<file path="config.mk">
export PLATFORM = sky130hd
export DESIGN_NAME = noc_tx_arbiter
export DESIGN_NICKNAME = d
export VERILOG_FILES = /design/src/rtl/noc_tx_arbiter.sv
export SDC_FILE = /design/constraint.sdc
export NUM_CORES = 1
export LEC_CHECK = 0
export ABC_AREA = 1
export CAP_MARGIN = 10
export CORE_MARGIN = 5
export CORE_UTILIZATION = 60
export CTS_BUF_LIST = sky130_fd_sc_hd__clkbuf_8
export DETAILED_ROUTE_END_ITERATION = 8
export DONT_BUFFER_PORTS = 1
export PLACE_DENSITY_LB_ADDON = 0.3
export SYNTH_ARGS = -nofsm -noshare
export SYNTH_HDL_FRONTEND = slang
export SYNTH_SLANG_ARGS = --single-unit
</file>
<file path="constraint.sdc">
create_clock -name clk -period 1.9 [get_ports clk]
set_input_delay 0.57 -clock clk [delete_from_list [all_inputs] [get_ports clk]]
set_output_delay 0.57 -clock clk [all_outputs]
set_load 0.005 [all_outputs]
</file>
<file path="src/rtl/noc_tx_arbiter.sv">
// noc_tx_arbiter
// Packet-level round-robin arbiter sharing the single noc_to_dev byte channel
// among NREQ requesters. A requester is granted for a whole packet (header
// through last byte); its bytes are registered onto noc_to_dev_ctl/data with
// one cycle of latency. The idle byte is ctl=1, data=8'h00.
//
// Build option: define NOC_ARB_GAP_EN to add a GAP state after every packet.
// That state gives the switch at least three idle bytes between packets.
// Without the macro, a packet is followed by a single IDLE cycle.
module noc_tx_arbiter #(
  parameter int NREQ = 4
) (
  input  logic              clk,
  input  logic              reset,
  input  logic [NREQ-1:0]   req_valid,
  input  logic [NREQ*8-1:0] req_data,
  input  logic [NREQ-1:0]   req_last,
  output logic [NREQ-1:0]   req_ready,
  output logic              noc_to_dev_ctl,
  output logic [7:0]        noc_to_dev_data,
  output logic [2:0]        grant_id,
  output logic              busy
);

  localparam int IW = $clog2(NREQ);

`ifdef NOC_ARB_GAP_EN
  typedef enum logic [1:0] {ST_IDLE, ST_XFER, ST_GAP} state_t;
`else
  typedef enum logic {ST_IDLE, ST_XFER} state_t;
`endif

  state_t          state;
  logic [IW-1:0]   ptr;        // highest-priority requester for the next arbitration
  logic [IW-1:0]   gidx;       // current (or most recent) owner of the channel
  logic            first;      // next accepted byte is the packet header
`ifdef NOC_ARB_GAP_EN
  logic [1:0]      gap_cnt;
`endif

  logic [NREQ-1:0] rot_valid;
  logic [IW-1:0]   pick_off;
  logic [IW:0]     pick_sum;
  logic [IW-1:0]   pick_idx;
  logic            pick_any;
  logic [IW-1:0]   next_ptr;
  logic            g_valid;
  logic            g_last;
  logic [7:0]      g_data;

  // Round-robin pick: rotate so ptr sits at bit 0, take the lowest set bit,
  // then rotate the offset back into a requester index.
  always_comb begin
    // NOTE: every variable assigned in a combinational block gets a default
    // first, so no path leaves it holding a stale value (an inferred latch).
    rot_valid = NREQ'({req_valid, req_valid} >> ptr);
    pick_any  = |req_valid;
    pick_off  = '0;
    for (int i = NREQ - 1; i >= 0; i--) begin
      if (rot_valid[i]) pick_off = IW'(i);
    end
    pick_sum = {1'b0, ptr} + {1'b0, pick_off};
    if (pick_sum >= (IW+1)'(NREQ)) pick_sum = pick_sum - (IW+1)'(NREQ);
    pick_idx = pick_sum[IW-1:0];
  end

  // The granted requester's handshake lane and the pointer that follows it.
  assign g_valid  = req_valid[gidx];
  assign g_last   = req_last[gidx];
  assign g_data   = req_data[{gidx, 3'b000} +: 8];
  assign next_ptr = (gidx == IW'(NREQ - 1)) ? '0 : gidx + IW'(1);
  assign grant_id = 3'(gidx);

  // Only the owner sees ready, and only while a packet is in flight.
  always_comb begin
    req_ready = '0;
    if (state == ST_XFER) req_ready[gidx] = 1'b1;
  end

  // Packet FSM with registered channel outputs; the idle byte is the default
  // every cycle and is overridden only by an accepted byte.
  always_ff @(posedge clk) begin
    // NOTE: state and output registers use non-blocking assignments so every
    // right-hand side reads the value from before this clock edge.
    if (reset) begin
      state           <= ST_IDLE;
      ptr             <= '0;
      gidx            <= '0;
      first           <= 1'b0;
      busy            <= 1'b0;
      noc_to_dev_ctl  <= 1'b1;
      noc_to_dev_data <= 8'h00;
`ifdef NOC_ARB_GAP_EN
      gap_cnt         <= '0;
`endif
    end else begin
      noc_to_dev_ctl  <= 1'b1;
      noc_to_dev_data <= 8'h00;
      case (state)
        ST_IDLE: begin
          if (pick_any) begin
            gidx  <= pick_idx;
            first <= 1'b1;
            busy  <= 1'b1;
            state <= ST_XFER;
          end
        end
        ST_XFER: begin
          // A stall (owner not valid) leaves first untouched, so a header
          // stalled before acceptance is still sent with ctl=1.
          if (g_valid) begin
            noc_to_dev_ctl  <= first;
            noc_to_dev_data <= g_data;
            first           <= 1'b0;
            if (g_last) begin
              ptr <= next_ptr;
`ifdef NOC_ARB_GAP_EN
              gap_cnt <= 2'd1;
              state   <= ST_GAP;
`else
              busy    <= 1'b0;
              state   <= ST_IDLE;
`endif
            end
          end
        end
`ifdef NOC_ARB_GAP_EN
        ST_GAP: begin
          // Two GAP cycles plus the IDLE cycle yield three idle bytes.
          if (gap_cnt == 2'd0) begin
            busy  <= 1'b0;
            state <= ST_IDLE;
          end else begin
            gap_cnt <= gap_cnt - 2'd1;
          end
        end
`endif
        default: begin
          busy  <= 1'b0;
          state <= ST_IDLE;
        end
      endcase
    end
  end

  // Structural invariants of the arbiter.
  assert property (@(posedge clk) $onehot0(req_ready));
  assert property (@(posedge clk) disable iff (reset) busy == (state != ST_IDLE));
  assert property (@(posedge clk) disable iff (reset) int'(gidx) < NREQ);

endmodule

</file>
==> results.md <==
- Run status: completed
- WL final: 2.79 mm
- Critical Path RT: 1.33 ns
- Initial Util: 0.633
- Final setup margin: approximately 0.085 ns
- Tot GR Track Use: 0.211
- Remaining antenna violation count after routing: 0
- Synth cell count leaders: nor2_1 (45), nand2_1 (29), o21ai_0 (18), dfxtp_1 (16)
- Die area: 2770 um^2
- Area grow syn2layout: 5.04%
- Reg2Reg Depth: 13
- Core ar.: 1730 um^2
- Largest net degree at the start of global routing: 24
- Worst EP arrival: 1.24 ns
- Setup crit end kind: output port
- Max VDD drop: 0.518 mV
- Cell with the most instances after synthesis: nor2_1
- Fraction of layout cells with a size suffix above 1: 0.0936
- Hold slack: 0.368 ns
- Layout Skew: 0.00680 ns
- Syn Inst Count: 172
- CP max FO: 13
- #FFs+latches synth: 16
- Nets: 219
- Cts hold-fix bufs: 0
- Clock tree buffer depth: 2
- Setup-failing EPs final: 0
- Register area: 324 um^2
- Tcrit/Tclk final: 0.955
- DR WL/cell: roughly 14 um
- Max cap viols: 0
- Clock transition at path regs: 0.07 ns
- Startpoint types: flop
- Number of global-route vias before repair: about 1000
- Pwr Total: 1.06 mW
- Syn Area/Cell: roughly 6.4 um^2
- Antenna violations before repair: 0
- Final worst path period need: approximately 1.8 ns
- Pins Over Slew Limit: 0
- Sequential area share after synthesis: 0.293
- Crit path kind: flop to output port
- Die X: 52.7 um
- Leak: 0.542 nW
- Root Driver: clkbuf_8
- Hold Path Stages: 1
- Top Ports: 59
- Synth area leader: dfxtp_1
- Syn_nets: around 220
- Max frequency: about 0.55 GHz
- Setup TNS: 0 ns
- RSZ-0062 raised after global routing: no
- Die height: 52.7 um
- ANT cells: 0
- # DRC: 0
- Mapped cell area: about 1100 um^2
- CTS sink count: 16
- First-pass DRT Iterations: 4
- CTS tree: yes
- Fill cells: 161
- Total number of vias: 1086
- Detail Placement HPWL: 2.09 mm
- Clock H-tree levels: 1
- Async set or reset register ratio after synthesis: 0
- Top post-synthesis cells by area: dfxtp_1 (29%), nor2_1 (15%), nand2_1 (10%)
- Fin util: 0.664
- Site Rows: 15
- Grt total ovfl: 0
- Non-Filler Instances: between 150 and 200
- Cts bufs inserted: 3
- Share of Yosys cell area claimed by the top area cell type: 0.293
- Number of cells after detailed placement: 192
- Initial drt markers: 21
- First-pass GRT wire length: 4.34 mm
- Post-place setup slack: 0.102 ns
- Worst hold-check path type: input port to flop
- Area of the multi-input gates: 656 um^2
- Vias per cell: between 5 and 6
- GPL Wtd Cong: between 0.8 and 0.9
- PortBufs: 0
- Clk Latency, worst-skew pair: 0.25 ns
- Count of cell types in the netlist: 25
- Final Hold Viols: 0
- Dpl cell area: 1080 um^2
- Number of enable flip-flop cells after synthesis: 0
- Power Density: 923 nW/um^2
- Finished Cell Area: 1150 um^2
- Ys flop type: dfxtp_1
- Yosys warnings: 0
==> sequential cells by signal, summed over array words and instances (netlist names) <==
name and cells:
busy 1, first 1, gidx 2, noc_to_dev_ctl 1
noc_to_dev_data 8, ptr 2, state 1
==> cell type report <==
type | count | area share
inverters | 15 | 0.0513
well taps | 25 | 0.0273
multi-input cells | 133 | 0.571
repair buffers | 3 | 0.0196
clock buffers | 4 | 0.0480
flip-flops and latches | 16 | 0.282
==> repair_timing <==
action | CTS | global route
setup endpoints to repair | 0 | 4
gates resized for setup | 0 | 6
buffers inserted | 0 | 0
==> path summary, 6_finish.rpt <==
| path | startpoint | end | slack (ns) |
|---|---|---|---|
| hold reg to reg | first | noc_to_dev_ctl | 0.46 |
| hold / removal | reset | ptr[1] | 0.37 |
| setup / recovery | gidx[1] | req_ready[0] | 0.09 |
| setup reg to reg | ptr[0] | gidx[1] | 0.23 |
==> layout by cell type, fill, tap and decap left out, drive strengths merged <==
cell	synthesis	routed
o22ai	1	1
o21ai	21	21
nand2	30	30
clkinv	1	1
xnor2	1	1
nor2	45	45
inv	14	14
buf	7	3
ha	5	5
dfxtp	16	16
nand3	14	14
a211oi	1	1
clkbuf	1	4
conb	1	1
a21oi	13	13
a21boi	1	1
==> cell families (layout without fill, tap and decap cells) <==
logic type,after synthesis,in the layout,synth area share
AO/OA/AOI/OAI,37,37,0.196
buffers and inverters,23,22,0.109
AND/OR/NAND/NOR,89,89,0.333
XOR/XNOR,1,1,0.00802
flip-flops,16,16,0.293
other,1,1,0.00343
adder cells (fa/ha/maj),5,5,0.0573
==> power by group <==
group,total [mW],internal (mW),switching [mW]
combinational,0.349,0.122,0.227
sequential,0.403,0.372,0.0319
clock,0.307,0.184,0.123
total,1.06,0.677,0.382
==> critical path, cell delays in order, from the launching register on <==
cell and delay [ns]:
dfxtp_1 0.32, inv_1 0.32, ha_1 0.22, nand2_1 0.05, inv_1 0.08
==> layer usage <==
layer | part of all wire | GRT usage | vias to the layer above
met3 | 0.087 | 0.0484 | 4
met1 | 0.39 | 0.228 | 490
li1 | - | - | 546
met5 | 0 | 0 | -
met4 | 0.0090 | 0.0851 | 0
met2 | 0.51 | 0.386 | 46
No activity file was read; power rests on OpenSTA's default activity.
